## src/rtl/bip_pkg.sv

```systemverilog
// bip_pkg: shared definitions for the accumulator-machine control unit.
// Field widths, opcode encodings, datapath control constants, the FSM state
// encoding and the decoded control word carried from bip_decoder to the top.
package bip_pkg;

    localparam int unsigned PC_BITS  = 11;
    localparam int unsigned OPC_BITS = 5;
    localparam int unsigned D_BITS   = 11;
    localparam int unsigned S_BITS   = 2;
    localparam int unsigned I_BITS   = OPC_BITS + D_BITS;

    // Opcodes (instr[15:11]); every other value executes as a NOP
    localparam logic [OPC_BITS-1:0] OPC_HLT  = OPC_BITS'(0);
    localparam logic [OPC_BITS-1:0] OPC_STO  = OPC_BITS'(1);
    localparam logic [OPC_BITS-1:0] OPC_LD   = OPC_BITS'(2);
    localparam logic [OPC_BITS-1:0] OPC_LDI  = OPC_BITS'(3);
    localparam logic [OPC_BITS-1:0] OPC_ADD  = OPC_BITS'(4);
    localparam logic [OPC_BITS-1:0] OPC_ADDI = OPC_BITS'(5);
    localparam logic [OPC_BITS-1:0] OPC_SUB  = OPC_BITS'(6);
    localparam logic [OPC_BITS-1:0] OPC_SUBI = OPC_BITS'(7);

    // Datapath mux / ALU controls
    localparam logic [S_BITS-1:0] SEL_A_RAM = S_BITS'(0);
    localparam logic [S_BITS-1:0] SEL_A_EXT = S_BITS'(1);
    localparam logic [S_BITS-1:0] SEL_A_ALU = S_BITS'(2);
    localparam logic              SEL_B_RAM = 1'b0;
    localparam logic              SEL_B_EXT = 1'b1;
    localparam logic              OP_ADD    = 1'b0;
    localparam logic              OP_SUB    = 1'b1;

    typedef enum logic [2:0] {
        ST_IDLE   = 3'd0,
        ST_FETCH  = 3'd1,
        ST_DECODE = 3'd2,
        ST_MEMRD  = 3'd3,
        ST_EXEC   = 3'd4,
        ST_HALT   = 3'd5
    } state_t;

    // Decoded control word for one opcode
    typedef struct packed {
        logic [S_BITS-1:0] sel_a;
        logic              sel_b;
        logic              op;
        logic              w_acc;
        logic              wr_ram;
        logic              needs_mem;
        logic              is_halt;
    } ctrl_t;

endpackage

```

## src/rtl/bip_decoder.sv

```systemverilog
// bip_decoder: combinational opcode -> control word decode.
// Ports:
//   opcode  in   OPC_BITS  opcode field
//   ctrl_c  out  ctrl_t    {sel_a, sel_b, op, w_acc, wr_ram, needs_mem, is_halt}
module bip_decoder
    import bip_pkg::*;
(
    input  logic [OPC_BITS-1:0] opcode,
    output ctrl_t               ctrl_c
);

    // Unlisted opcodes fall through to the all-zero NOP word
    always_comb begin
        ctrl_c = '0;
        case (opcode)
            OPC_HLT: ctrl_c.is_halt = 1'b1;
            OPC_STO: ctrl_c.wr_ram  = 1'b1;
            OPC_LD: begin
                ctrl_c.sel_a     = SEL_A_RAM;
                ctrl_c.w_acc     = 1'b1;
                ctrl_c.needs_mem = 1'b1;
            end
            OPC_LDI: begin
                ctrl_c.sel_a = SEL_A_EXT;
                ctrl_c.w_acc = 1'b1;
            end
            OPC_ADD: begin
                ctrl_c.sel_a     = SEL_A_ALU;
                ctrl_c.sel_b     = SEL_B_RAM;
                ctrl_c.op        = OP_ADD;
                ctrl_c.w_acc     = 1'b1;
                ctrl_c.needs_mem = 1'b1;
            end
            OPC_ADDI: begin
                ctrl_c.sel_a = SEL_A_ALU;
                ctrl_c.sel_b = SEL_B_EXT;
                ctrl_c.op    = OP_ADD;
                ctrl_c.w_acc = 1'b1;
            end
            OPC_SUB: begin
                ctrl_c.sel_a     = SEL_A_ALU;
                ctrl_c.sel_b     = SEL_B_RAM;
                ctrl_c.op        = OP_SUB;
                ctrl_c.w_acc     = 1'b1;
                ctrl_c.needs_mem = 1'b1;
            end
            OPC_SUBI: begin
                ctrl_c.sel_a = SEL_A_ALU;
                ctrl_c.sel_b = SEL_B_EXT;
                ctrl_c.op    = OP_SUB;
                ctrl_c.w_acc = 1'b1;
            end
            default: ctrl_c = '0;
        endcase
    end

endmodule

```

## src/rtl/bip_control_unit.sv

```systemverilog
// bip_control_unit: fetch/decode/execute sequencer for the accumulator datapath.
// Owns the PC, IR and run/halt status; drives datapath and data-RAM controls.
// Optional build macro: BIP_SINGLE_STEP_EN adds i_step and returns to IDLE after
// every instruction, so one instruction runs per i_run/i_step pulse.
// Ports:
//   i_clock, i_reset           clock, async active-high reset
//   i_run                      start execution from IDLE
//   i_step                     step request (BIP_SINGLE_STEP_EN only)
//   i_instr   [15:0]           program-memory data, valid the cycle after o_pc
//   o_pc      [10:0]           program-memory address
//   o_operand [10:0]           IR operand field (immediate / RAM address)
//   o_sel_A, o_sel_B, o_op     accumulator mux, ALU operand mux, ALU op
//   o_w_acc                    accumulator write enable (EXEC only)
//   o_rd_ram, o_wr_ram         data-RAM strobes (MEMRD / EXEC)
//   o_busy, o_halt             running / halted status
module bip_control_unit
    import bip_pkg::*;
(
    input  logic                i_clock,
    input  logic                i_reset,
    input  logic                i_run,
`ifdef BIP_SINGLE_STEP_EN
    input  logic                i_step,
`endif
    input  logic [I_BITS-1:0]   i_instr,
    output logic [PC_BITS-1:0]  o_pc,
    output logic [D_BITS-1:0]   o_operand,
    output logic [S_BITS-1:0]   o_sel_A,
    output logic                o_sel_B,
    output logic                o_op,
    output logic                o_w_acc,
    output logic                o_rd_ram,
    output logic                o_wr_ram,
    output logic                o_busy,
    output logic                o_halt
);

    state_t               state;
    logic [PC_BITS-1:0]   pc;
    logic [I_BITS-1:0]    ir;
    logic                 start_c;
    logic [OPC_BITS-1:0]  dec_opcode_c;
    ctrl_t                ctrl_c;

`ifdef BIP_SINGLE_STEP_EN
    assign start_c = i_run | i_step;
`else
    assign start_c = i_run;
`endif

    // In DECODE the word is still on i_instr (IR loads at the end of DECODE);
    // later states decode the IR. This lets the EXEC controls be registered.
    assign dec_opcode_c = (state == ST_DECODE) ? i_instr[I_BITS-1:D_BITS]
                                               : ir[I_BITS-1:D_BITS];

    bip_decoder u_decoder (
        .opcode (dec_opcode_c),
        .ctrl_c (ctrl_c)
    );

    assign o_pc      = pc;
    assign o_operand = ir[D_BITS-1:0];

    // Sequencer: strobes default low each cycle and are set on entry to the
    // state that owns them, so each one is a single-cycle pulse.
    always_ff @(posedge i_clock or posedge i_reset) begin
        if (i_reset) begin
            state    <= ST_IDLE;
            pc       <= '0;
            ir       <= '0;
            o_sel_A  <= '0;
            o_sel_B  <= 1'b0;
            o_op     <= 1'b0;
            o_w_acc  <= 1'b0;
            o_rd_ram <= 1'b0;
            o_wr_ram <= 1'b0;
            o_busy   <= 1'b0;
            o_halt   <= 1'b0;
        end else begin
            o_sel_A  <= '0;
            o_sel_B  <= 1'b0;
            o_op     <= 1'b0;
            o_w_acc  <= 1'b0;
            o_rd_ram <= 1'b0;
            o_wr_ram <= 1'b0;
            case (state)
                ST_IDLE: begin
                    if (start_c) begin
                        state  <= ST_FETCH;
                        o_busy <= 1'b1;
                    end
                end
                ST_FETCH: state <= ST_DECODE;
                ST_DECODE: begin
                    ir <= i_instr;
                    if (ctrl_c.is_halt) begin
                        state  <= ST_HALT;
                        o_busy <= 1'b0;
                        o_halt <= 1'b1;
                    end else if (ctrl_c.needs_mem) begin
                        state    <= ST_MEMRD;
                        o_rd_ram <= 1'b1;
                    end else begin
                        state    <= ST_EXEC;
                        o_sel_A  <= ctrl_c.sel_a;
                        o_sel_B  <= ctrl_c.sel_b;
                        o_op     <= ctrl_c.op;
                        o_w_acc  <= ctrl_c.w_acc;
                        o_wr_ram <= ctrl_c.wr_ram;
                    end
                end
                ST_MEMRD: begin
                    state    <= ST_EXEC;
                    o_sel_A  <= ctrl_c.sel_a;
                    o_sel_B  <= ctrl_c.sel_b;
                    o_op     <= ctrl_c.op;
                    o_w_acc  <= ctrl_c.w_acc;
                    o_wr_ram <= ctrl_c.wr_ram;
                end
                ST_EXEC: begin
                    pc <= pc + PC_BITS'(1);
`ifdef BIP_SINGLE_STEP_EN
                    state  <= ST_IDLE;
                    o_busy <= 1'b0;
`else
                    state  <= ST_FETCH;
`endif
                end
                ST_HALT: state <= ST_HALT;
                default: begin
                    state  <= ST_IDLE;
                    o_busy <= 1'b0;
                    o_halt <= 1'b0;
                end
            endcase
        end
    end

endmodule

```

## config.mk

```make
export PLATFORM = sky130hd
export DESIGN_NAME = bip_control_unit
export DESIGN_NICKNAME = d
export VERILOG_FILES = /design/src/rtl/bip_pkg.sv /design/src/rtl/bip_decoder.sv /design/src/rtl/bip_control_unit.sv
export SDC_FILE = /design/constraint.sdc
export NUM_CORES = 1
export LEC_CHECK = 0
export CORE_MARGIN = 1.5
export CORE_UTILIZATION = 25
export CTS_BUF_LIST = sky130_fd_sc_hd__clkbuf_8
export CTS_CLUSTER_DIAMETER = 50
export DETAILED_ROUTE_END_ITERATION = 10
export PLACE_DENSITY = 0.59
export SYNTH_ARGS = -nofsm -noshare
export SYNTH_HDL_FRONTEND = slang
export SYNTH_SLANG_ARGS = --single-unit
```

## constraint.sdc

```tcl
create_clock -name i_clock -period 2.2 [get_ports i_clock]
set_clock_uncertainty 0.1 [all_clocks]
set_input_delay 0.44 -clock i_clock [delete_from_list [all_inputs] [get_ports i_clock]]
set_output_delay 0.44 -clock i_clock [all_outputs]
set_load 0.005 [all_outputs]
```

-- Word-level counts from Yosys, hierarchy flattened
Cells that the tools add are included.
- logic and storage cells: 71
- output and inout bits: 31
- input port bits: 19
- register bits: 39
- reduce and logical (&&, ||, !) cells: 9
- bitwise operators: 2
- equality and inequality tests: 14
- mux-type cells: 34
- add/sub/neg operators: 1
- operator list (operator ; number):
    $eq A5 B3 Y1 const B ; 4
    $mux W1 ; 18
    $pmux W3 S6 ; 1
    $add A11 B1 Y11 const B ; 1
    $eq A5 B2 Y1 const B ; 2
    $pmux W1 S2 ; 5
    $mux W3 ; 3
    $pmux W2 S2 ; 2
    $reduce_or A4 Y1 ; 2
    $eq A3 B2 Y1 const B ; 2
    $eq A3 B3 Y1 const B ; 2
    $pmux W2 S3 ; 1
    $reduce_or A6 Y1 ; 1
    $eq A5 B1 Y1 const B ; 1
    $logic_not A5 Y1 ; 1
    $mux W5 ; 1
    $reduce_or A5 Y1 ; 1
    $mux W2 ; 2
    $ne A2 B2 Y1 const B ; 2
    $eq A3 B1 Y1 const B ; 1
    $logic_not A3 Y1 ; 1
    $pmux W1 S3 ; 1
    $reduce_and A3 Y1 ; 1
    $reduce_or A3 Y1 ; 1
    2 further kinds ; 3

-- Longest topological paths before layout
Gate-level depths: netlist of run 1.
- word-level depth: 8
- mapped depth: 6
- gate-level depth less buffers: 5

-- Modules after synthesis
From an unflattened synthesis of run 1, not the netlist that was laid out.
- cells, all modules: 147
- area, all modules: 1925.6 µm²
- by module, submodules not included (module ; times used ; seq. area each (µm²) ; area each (µm²) ; cells an instance):
    bip_control_unit ; 1 ; 975.9 ; 1856.8 ; 137
    bip_decoder ; 1 ; 0.0 ; 68.8 ; 10

-- Worst setup path after synthesis of run 1
No wires, ideal clock.
- path type: register to register
- start point: register state[0]
- end point: register state[2]
- data arrival time: 1.375 ns
- data required time: 1.977 ns
- buffers on the path: 1
- slack: 0.602 ns
- period minus slack after synthesis: 1.598 ns
- stages on the path, launching flop included: 6
- setup time: 0.123 ns
- cell sequence: dfrtp_1 > nor3b_4 > buf_6 > mux2_1 > o21ai_1 > o21ai_1
- word-level cells in the longest chain between the ends: 8
- elaborated cells between the ends (all ways): 18
- classes of those cells: eq/ne: 9; mux: 6; reduce/logical: 3
- RTL lines (element ; line ; RTL):
    start, declared ; bip_control_unit.sv:38 ; state_t state;
    start signal, assigned ; bip_control_unit.sv:68 ; state <= ST_IDLE;
    start signal, assigned ; bip_control_unit.sv:89 ; state <= ST_FETCH;
    start signal, assigned ; bip_control_unit.sv:93 ; ST_FETCH: state <= ST_DECODE;
    $eq A3 B2 Y1 ; bip_control_unit.sv:53, bip_control_unit.sv:86 ;
    $mux W5 ; bip_control_unit.sv:53 ; assign dec_opcode_c = (state == ST_DECODE) ? i_instr[I_BITS-1:D_BITS]
    $eq A5 B2 Y1 or $eq A5 B3 Y1 (tied branches) ; bip_decoder.sv:15 ; case (opcode)
    $reduce_or A3 Y1 (no source line) ; n/a ;
    $mux W1 ; bip_decoder.sv:15 ;
    $mux W3 ; bip_control_unit.sv:100 ; end else if (ctrl_c.needs_mem) begin
    $mux W3 ; bip_control_unit.sv:96 ; if (ctrl_c.is_halt) begin
    $pmux W3 S6 ; bip_control_unit.sv:86 ; case (state)
Parallel ways exist; a longest one is shown, timed or not.
A chain may end at the register's enable or synchronous reset.

-- Worst setup path in the final report of run 1
- start point: register state[2]
- end point: register o_sel_B
- word-level cells in the longest chain between the ends: 8
- elaborated cells between the ends (all ways): 16
- classes of those cells: eq/ne: 7; mux: 7; reduce/logical: 2
- RTL lines (element ; line ; RTL):
    $eq A3 B2 Y1 ; bip_control_unit.sv:53, bip_control_unit.sv:86 ;
    $mux W5 ; bip_control_unit.sv:53 ;
    $eq A5 B2 Y1 or $eq A5 B3 Y1 (tied branches) ; bip_decoder.sv:15 ;
    $reduce_or A3 Y1 (no source line) ; n/a ;
    $mux W1 ; bip_decoder.sv:15 ;
    $mux W1 ; bip_control_unit.sv:100 ;
    $mux W1 ; bip_control_unit.sv:96 ;
    $pmux W1 S2 * ; bip_control_unit.sv:86 ;
    end signal, assigned ; bip_control_unit.sv:106 ; o_sel_B <= ctrl_c.sel_b;
    end signal, assigned ; bip_control_unit.sv:115 ; o_sel_B <= ctrl_c.sel_b;
    end, declared ; bip_control_unit.sv:29 ; output logic o_sel_B,
Mark *: on every way between the ends. The rest lies on a longest branch, timed or not.

==> impl_metrics.yaml, run 1 <==
worst_setup_path:
  critPathBufInv: 1
  worstSetupPathType: "reg2reg"
  crit_family: "simple AND/OR/NAND/NOR gates"
  slowest_stage: "nor3b_4"
  r2r_setup_slack_ns: 0.34
  worstReg2RegStart: "state[2]$_DFFE_PP0P_"
  cp_slowest_stage_delay_ns: 0.51
  start_kind: "flop"
  crit_fanout: 10
  path_cells: "nor3b_4, mux2i_1, inv_1, o211ai_1, nor2b_1"
  crit_arrival_ns: 1.92
  cp.depth: 5
  end_kind: "flop"
  ff2ff_path_depth: 5
  worstPathRequired_ns: 2.26
  r2r-end: "o_sel_B$_DFF_PP0_"
cells_and_area:
  design_area_sq_um: 2410
  n_fill_cell: 700
  diodes: 0
  syn_to_final_growth_pct: 36.4
  instances_no_fill: 282
  final-seq-area_sq_um: 976
  finalNetCount: 205
  multi_input_area_sq_um: 634
  drive_above_1_share_pct: 19.4
placement:
  dpl.hpwl_um: 2490
  placed_cell_area_sq_um: 2290
  dp_cells: 274
  portBuffers: 49
  gp_congestion: 0.781
  post-place-ws_ns: 0.272
cts:
  cts.sinks: 39
  cts_tree: "yes"
  cts.repair.resized: 0
  cts_buffer_depth: 2
  cts_buffers: 5
  post_cts_buffers: 0
  cts_hold_buf: 0
  cts_htree_levels: 2
  clock_latency_ns: 0.29
  cts-root-buf: "clkbuf_8"
  path_clk_slew_ns: 0.08
pwr:
  p_int_mw: 1.95
  ir_drop_v: 0.000413
  sw_frac_of_total_pct: 29.3
  power_switching_mw: 0.807
  p_per_area_nw_per_um2: 1140
  p_comb_share_pct: 35.9
  clockPowerShare_pct: 22.5
  p_seq_share_pct: 41.5
  total_leakage_power_nw: 1.01
floorplanning:
  die_height_um: 87.0
  io_pins: 50
  num_rows: 30
  die_w_um: 87.0
  start_util_pct: 26.0
  coreArea_sq_um: 6790
  fp.dieArea_sq_um: 7570
global_route:
  grt_max_degree: 40
  grt_pass1_wl_um: 5440
  grt_pass1_vias: 1140
  grt_overflow: 0
  grt_usage_pct: 9.58
  grt_antenna_before_repair: 0
drt:
  vias: 1156
  antenna_left: 0
  routedWlPerCell_um: 11.9
  first_pass_iters: 4
  vias_per_cell: 4.10
  route.detailed.drc: 0
  drt_iter0_drc: 20
  drt_wl_total_um: 3350
synth:
  ys_top_cells_by_area: "dfrtp_1 (55%), mux2_2 (8.9%), buf_4 (5.1%), xnor2_1 (3.5%), mux2i_1 (2.3%)"
  synthesis.nets: 159
  ys_seq_area_share_pct: 55.3
  ys_ff_latch: 39
  netlist_area_sq_um: 1760
  synth_area_per_cell_sq_um: 12.7
  synth_warnings: 0
  synth_cells: 139
  synth_top_area_share_pct: 55.3
  yosysTopAreaCell: "dfrtp_1"
  synth_cell_types: 31
sta:
  setup_tns_ns: 0
  worstMarginPinSlew_ns: 0.525
  hold_viol_final: 0
  fin_crit_sh_pct: 84.8
  setup_viol: 0
  finalCriticalPeriod_ns: 1.86
  slew_violations: 0
  rsz0062_at_grt: "no"
  holdWs_ns: 0.383
  slew_headroom_pct: 65.0
  max_freq_mhz: 536
  worst_slack_ns: 0.335
status:
  outcome: "complete, no violations"
min_path:
  min_from: "o_pc[10]$_DFFE_PP0P_"
  hold_class: "reg2reg"
  min_path_cells: 1
  holdPathEnd: "o_pc[10]$_DFFE_PP0P_"
job:
  drv_cap: 0
per-stage QoR:
step | utilization, % | power [mW]
2_1_floorplan | - | 1.84
3_3_place_gp | 33.7 | 2.15
3_5_place_dp | 33.7 | 2.16
4_1_cts | 35.4 | 2.80
5_1_grt | 35.4 | 2.96
6_report | 35.4 | 2.75
registers in the layout (all words and copies together) (netlist names):
name      count
ir           16
o_busy        1
o_halt        1
o_op          1
o_pc         11
o_rd_ram      1
o_sel_A       2
o_sel_B       1
o_w_acc       1
o_wr_ram      1
state         3
placed cells by master, fill, tap and decap left out, types with 2 or more instances in the layout:
cell,count
a21oi_1,3
buf_4,5
clkbuf_8,6
clkdlybuf4s50_1,49
dfrtp_1,39
inv_1,8
mux2_2,14
mux2i_1,4
nand2_1,6
nand4_1,2
nor2_1,9
nor2b_1,2
nor3_1,3
nor3_2,2
nor3b_2,2
nor3b_4,2
o21ai_1,3
o32ai_1,2
xnor2_1,7
xor2_1,4
worst max path at each step:
stage	end	from
2_1_floorplan	state[2]$_DFFE_PP0P_	state[0]$_DFFE_PP0P_
3_3_place_gp	o_busy$_DFFE_PP0P_	i_instr[11]
3_5_place_dp	o_busy$_DFFE_PP0P_	i_instr[11]
4_1_cts	o_sel_B$_DFF_PP0_	state[2]$_DFFE_PP0P_
5_1_grt	o_sel_B$_DFF_PP0_	state[2]$_DFFE_PP0P_
6_report	o_sel_B$_DFF_PP0_	state[2]$_DFFE_PP0P_
final cells by class:
cell class	count	area share, %
clock buffers	6	3.43
clock inverters	2	1.46
multi-input cells	77	26.4
well taps	96	4.99
repair buffers	54	21.9
flip-flops and latches	39	40.6
inverters	8	1.25
power groups by stage:
stage	clock [mW]	sequential, mW	combinational, mW
final	0.620	1.14	0.989
after global routing	0.683	1.18	1.09
after CTS	0.644	1.15	1.01
after detailed placement	0	1.16	1.00
after global placement	0	1.16	0.991
after floorplan	0	1.11	0.729
layer usage:
layer  global-route usage [%]  wire length [um]
met4                     3.52                44
met3                     3.22               206
met5                        0                 0
met1                     12.6              1610
met2                     14.7              1490
kinds of logic after synthesis:
logic type	after synthesis	synth area share, %
adder cells (fa/ha/maj)	1	0.709
flip-flops	39	55.3
buffers and inverters	23	8.72
multiplexers	20	12.7
AO/OA/AOI/OAI	12	4.40
AND/OR/NAND/NOR	33	12.7
XOR/XNOR	11	5.46
synthesized netlist by cell type:
library cell,instances
dfrtp_1,39
and3_1,1
mux2_1,1
o2111ai_1,1
buf_6,3
nor3_2,2
a21oi_1,3
buf_4,12
mux2i_1,4
nor2b_1,2
inv_1,8
nand2_1,6
nor3_1,3
nor4b_1,1
nand3_1,1
mux2_2,14
nand4_2,1
nand4_1,2
xor2_1,4
ha_1,1
o32ai_1,2
mux2_4,1
nor3b_4,2
nor3b_2,2
xnor2_1,7
o211ai_1,1
o21ai_1,3
nor2_1,9
nor4_2,1
o21a_1,1
a31oi_1,1
Note: power is estimated with default switching activity, not from simulation.
==> run 2, diff against run 1 <==
==> constraint.sdc (replaced) <==
create_clock -name i_clock -period 1.9 [get_ports i_clock]
set_clock_uncertainty 0.1 [all_clocks]
set_input_delay 0.38 -clock i_clock [delete_from_list [all_inputs] [get_ports i_clock]]
set_output_delay 0.38 -clock i_clock [all_outputs]
set_load 0.005 [all_outputs]
==> run 2 against run 1 <==
Effect of this change: core utilization is 1.1 points higher; register-to-register slack worse by 0.16 ns; critical path depth is 4 lower; setup slack worse by 0.18 ns; final cell count is 2.1% higher; critical endpoint is now o_pc[0]; combinational power is 26% higher; count of clock-buffer cells in the layout is 1 lower; hold slack worse by 0.041 ns.
==> impl_metrics.yaml, run 2 (synthesis results as in run 1) <==
worst_setup_path:
  path_cells: "clkdlybuf4s50_1"
  crit_family: "buffers and inverters"
  start_kind: "flop"
  slowest_stage: "clkdlybuf4s50_1"
  critPathBufInv: 1
  worstPathRequired_ns: 1.42
  cp_slowest_stage_delay_ns: 0.53
  worstSetupPathType: "reg2out"
  crit_arrival_ns: 1.27
  crit_fanout: 4
  end_kind: "output pin"
sta:
  hold_viol_final: 0
  finalCriticalPeriod_ns: 1.75
  worstMarginPinSlew_ns: 0.314
  setup_tns_ns: 0
  fin_crit_sh_pct: 91.9
  rsz0062_at_grt: "no"
  setup_viol: 0
  slew_violations: 0
  max_freq_mhz: 573
  slew_headroom_pct: 78.8
cts:
  clock_latency_ns: 0.29
  cts_buffer_depth: 2
  cts_buffers: 5
  cts_htree_levels: 2
  cts_hold_buf: 0
  cts-root-buf: "clkbuf_8"
  cts.sinks: 39
  cts_tree: "yes"
  path_clk_slew_ns: 0.08
floorplanning:
  num_rows: 30
  die_height_um: 87.0
  coreArea_sq_um: 6790
  start_util_pct: 26.0
  io_pins: 50
  fp.dieArea_sq_um: 7570
  die_w_um: 87.0
pwr:
  power_switching_mw: 0.955
  ir_drop_v: 0.000612
  p_seq_share_pct: 38.7
  p_comb_share_pct: 37.1
  clockPowerShare_pct: 24.2
  sw_frac_of_total_pct: 28.4
  total_leakage_power_nw: 1.05
  p_per_area_nw_per_um2: 1360
  p_int_mw: 2.41
  power.total_mw: 3.36
drt:
  routedWlPerCell_um: 12.2
  vias: 1183
  drt_iter0_drc: 28
  vias_per_cell: 4.11
  drt_wl_total_um: 3510
  route.detailed.drc: 0
  antenna_left: 0
  first_pass_iters: 4
cells_and_area:
  largest_register_ffs: 16
  syn_to_final_growth_pct: 40.5
  drive_above_1_share_pct: 21.4
  diodes: 0
  regMostFlops: "ir"
  final_common_cell: "clkdlybuf4s50_1"
  instances_no_fill: 288
  finalNetCount: 211
  final_cell_mix: "clkdlybuf4s50_1 (49), dfrtp_1 (39), mux2_2 (14)"
placement:
  portBuffers: 49
  gp_congestion: 0.712
  dp_cells: 278
  dpl.hpwl_um: 2590
global_route:
  grt_max_degree: 40
  grt_overflow: 0
  grt_usage_pct: 10.0
  grt_pass1_wl_um: 5800
  grt_pass1_vias: 1194
  grt_antenna_before_repair: 0
min_path:
  hold_class: "in2async"
job:
  drv_cap: 0
status:
  outcome: "complete, no violations"
==> run 2: final timing paths <==
| check | startpoint | end | slack (ns) | depth (start not counted) |
|---|---|---|---|---|
| setup / recovery | o_pc[0]$_DFFE_PP0P_ | o_pc[0] | 0.15 | 1 |
| min in group i_clock | o_pc[10]$_DFFE_PP0P_ | o_pc[10]$_DFFE_PP0P_ | 0.38 | 1 |
| max in group asynchronous | i_reset | ir[14]$_DFFE_PP0P_ | 1.15 | 3 |
| hold reg to reg | o_pc[10]$_DFFE_PP0P_ | o_pc[10]$_DFFE_PP0P_ | 0.38 | 1 |
| setup reg to reg | state[1]$_DFFE_PP0P_ | o_busy$_DFFE_PP0P_ | 0.18 | 5 |
| hold / removal | i_reset | o_pc[7]$_DFFE_PP0P_ | 0.34 | 3 |
==> run 2: layout make-up <==
class                   instances  area, sq um
well taps                      96          120
repair buffers                 60          586
clock buffers                   5         68.8
fillers                       657         4320
inverters                       8         30.0
clock inverters                 3         63.8
multi-input cells              77          634
flip-flops and latches         39          976
==> run 2: per-layer routing <==
layer  part of all wire [%]  up-vias  global-route usage [%]
met5                      0        -                       0
met4                   0.97        0                    3.52
met3                    6.0        5                    2.75
met2                     45       38                    15.9
met1                     48      572                    13.1
li1                       -      568                       -
==> run 2: power by group through the flow <==
stage | registers, mW | clock network [mW] | logic (mW)
after floorplan | 1.29 | 0 | 0.844
after global placement | 1.31 | 0 | 1.23
after detailed placement | 1.32 | 0 | 1.25
after CTS | 1.31 | 0.850 | 1.25
after global routing | 1.34 | 0.886 | 1.36
final | 1.30 | 0.814 | 1.25
==> run 2: per-stage QoR <==
step | hold WS (ns) | setup slack (ns) | instance area (sq um) | utilization (%)
2_1_floorplan | 0.368 | 0.302 | 1760 | -
5_1_grt | 0.364 | 0.0465 | 2480 | 36.5
3_5_place_dp | 0.375 | 0.0647 | 2330 | 34.3
6_report | 0.342 | 0.153 | 2480 | 36.5
3_3_place_gp | 0.367 | 0.130 | 2330 | 34.3
4_1_cts | 0.345 | 0.0827 | 2460 | 36.3
==> run 2: repair_timing <==
item	in CTS	in global routing
gates resized for setup	0	0
buffers inserted	0	2
setup endpoints to repair	0	1
==> run 3, diff against run 2 <==
--- a/config.mk
+++ b/config.mk
@@ -5,12 +5,15 @@
 export SDC_FILE = /design/constraint.sdc
 export NUM_CORES = 1
 export LEC_CHECK = 0
+export CORE_ASPECT_RATIO = 1.25
 export CORE_MARGIN = 1.5
 export CORE_UTILIZATION = 25
 export CTS_BUF_LIST = sky130_fd_sc_hd__clkbuf_8
 export CTS_CLUSTER_DIAMETER = 50
 export DETAILED_ROUTE_END_ITERATION = 10
-export PLACE_DENSITY = 0.59
+export DONT_BUFFER_PORTS = 1
+export HOLD_SLACK_MARGIN = 0.05
+export PLACE_DENSITY = 0.5
 export SYNTH_ARGS = -nofsm -noshare
 export SYNTH_HDL_FRONTEND = slang
 export SYNTH_SLANG_ARGS = --single-unit
==> run 3 against run 2 <==
Effect of this change: setup slack worse by 0.0074 ns; count of clock-buffer cells in the layout stayed put; hold slack got worse by 0.21 ns; non-clock buffer count down 52; final cell count down 20%; critical path type is now reg2reg.
==> impl_metrics.yaml, run 3 (synthesis results as in run 1) <==
min_path:
  hold_class: "in2reg"
  min_from: "i_instr[15]"
cells_and_area:
  finalNetCount: 159
  final_common_cell: "dfrtp_1"
  final_cell_mix: "dfrtp_1 (38), mux2_2 (14), nor2_1 (9)"
  syn_to_final_growth_pct: 11.0
  largest_register_ffs: 16
  drive_above_1_share_pct: 28.6
  final_core_util_pct: 28.4
  regMostFlops: "ir"
  diodes: 0
global_route:
  grt_usage_pct: 9.80
  grt_max_degree: 27
  use_met2_pct: 15.7
  busiest_layer: "met2"
  grt_antenna_before_repair: 0
  grt_use_met1_pct: 11.4
  grt_pass1_wl_um: 5710
  grt_overflow: 0
  grt_use_met3_pct: 4.15
  grt_pass1_vias: 1074
placement:
  dpl.hpwl_um: 2540
  post-place-ws_ns: 0.121
  gp_congestion: 0.772
  portBuffers: 0
sta:
  hold_viol_final: 0
  setup_viol: 0
  worst_slack_ns: 0.146
  fin_crit_sh_pct: 92.3
  max_freq_mhz: 570
  slew_violations: 0
  setup_tns_ns: 0
  finalCriticalPeriod_ns: 1.75
  worstMarginPinSlew_ns: 0.583
  slew_headroom_pct: 61.1
  rsz0062_at_grt: "no"
worst_setup_path:
  r2r_setup_slack_ns: 0.15
  start_kind: "flop"
  crit_fanout: 15
  slowest_stage: "dfrtp_2"
  cp-endpoint: "o_sel_B$_DFF_PP0_"
  worstPathRequired_ns: 1.97
  r2r-end: "o_sel_B$_DFF_PP0_"
  critPathBufInv: 2
  crit_arrival_ns: 1.82
  ff2ff_path_depth: 6
  crit_path_start: "state[0]$_DFFE_PP0P_"
  cp_slowest_stage_delay_ns: 0.47
  cp.depth: 6
  worstSetupPathType: "reg2reg"
  path_cells: "nor3b_4, buf_12, mux2i_2, inv_1, o211ai_1, nor2b_1"
  crit_family: "flip-flops"
  end_kind: "flop"
  worstReg2RegStart: "state[0]$_DFFE_PP0P_"
job:
  drv_cap: 0
floorplanning:
  die_height_um: 96.9
  die_w_um: 78.1
  io_pins: 50
  fp.dieArea_sq_um: 7570
  num_rows: 34
  coreArea_sq_um: 6890
  start_util_pct: 25.6
cts:
  cts-root-buf: "clkbuf_8"
  clock_latency_ns: 0.29
  cts_buffers: 5
  cts_htree_levels: 2
  cts_buffer_depth: 2
  cts.sinks: 39
  path_clk_slew_ns: 0.09
  cts_tree: "yes"
drt:
  vias_per_cell: 4.36
  drt_iter0_drc: 36
  routedWlPerCell_um: 14.9
  first_pass_iters: 3
  route.detailed.drc: 0
  drt_wl_total_um: 3420
  vias: 1003
  antenna_left: 0
pwr:
  ir_drop_v: 0.000358
  total_leakage_power_nw: 0.845
  p_per_area_nw_per_um2: 1460
status:
  outcome: "complete, no violations"
-- run 3: changes by cell type in the layout (fill, tap and decap cells not counted), sizes merged --
| cell | change |
|---|---|
| buf | -4 |
| clkinv | +2 |
| bufinv | -1 |
| dlygate4sd3 | +1 |
| clkdlybuf4s50 | -49 |
| inv | -1 |
-- run 3: routing by layer --
layer	part of all wire, %	wire [um]
met2	52	1780
met1	40	1370
met4	0.70	24
met3	7.2	246
met5	0	0
-- run 3: repair_timing --
| action | CTS | global route |
|---|---|---|
| gates resized for setup | 0 | 2 |
| hold endpoints to repair | 13 | 0 |
| buffers inserted | 0 | 1 |
| hold buffers | 1 | 0 |
| endpoints found under the setup margin | 0 | 3 |
-- run 3: report_power, final --
part           leakage (nW)  switching [mW]  internal, mW
registers             0.494           0.273          1.11
clock network        0.0581           0.297         0.391
logic                 0.294           0.349         0.439
total                 0.845           0.919          1.94
-- run 3: area by class of cell --
| class | instances | area (sq um) |
|---|---|---|
| Inverter | 8 | 30.0 |
| Fill cell | 721 | 4930 |
| Clock inverter | 3 | 43.8 |
| Timing Repair Buffer | 8 | 87.6 |
| Tap cell | 90 | 113 |
| Clock buffer | 5 | 68.8 |
| Multi-Input combinational cell | 77 | 638 |
| Sequential cell | 39 | 977 |
-- run 3: how the worst min path moves through the flow --
stage / endpoint / cells past startpoint / slack (ns)
after CTS: ir[15]$_DFFE_PP0P_ / 1 / 0.12
after global routing: ir[15]$_DFFE_PP0P_ / 1 / 0.12
after floorplan: o_pc[10]$_DFFE_PP0P_ / 1 / 0.37
after detailed placement: ir[9]$_DFFE_PP0P_ / 1 / 0.27
after global placement: ir[9]$_DFFE_PP0P_ / 1 / 0.25
final: ir[15]$_DFFE_PP0P_ / 1 / 0.13
-- run 3: metrics by stage --
step,hold slack [ns],instances,cell area (sq um),power [mW]
floorplan,0.368,139,1760,2.13
global placement,0.250,220,1820,2.13
detailed placement,0.269,220,1820,2.18
CTS,0.124,229,1950,2.88
global route,0.118,230,1960,3.06
finish,0.133,230,1960,2.85
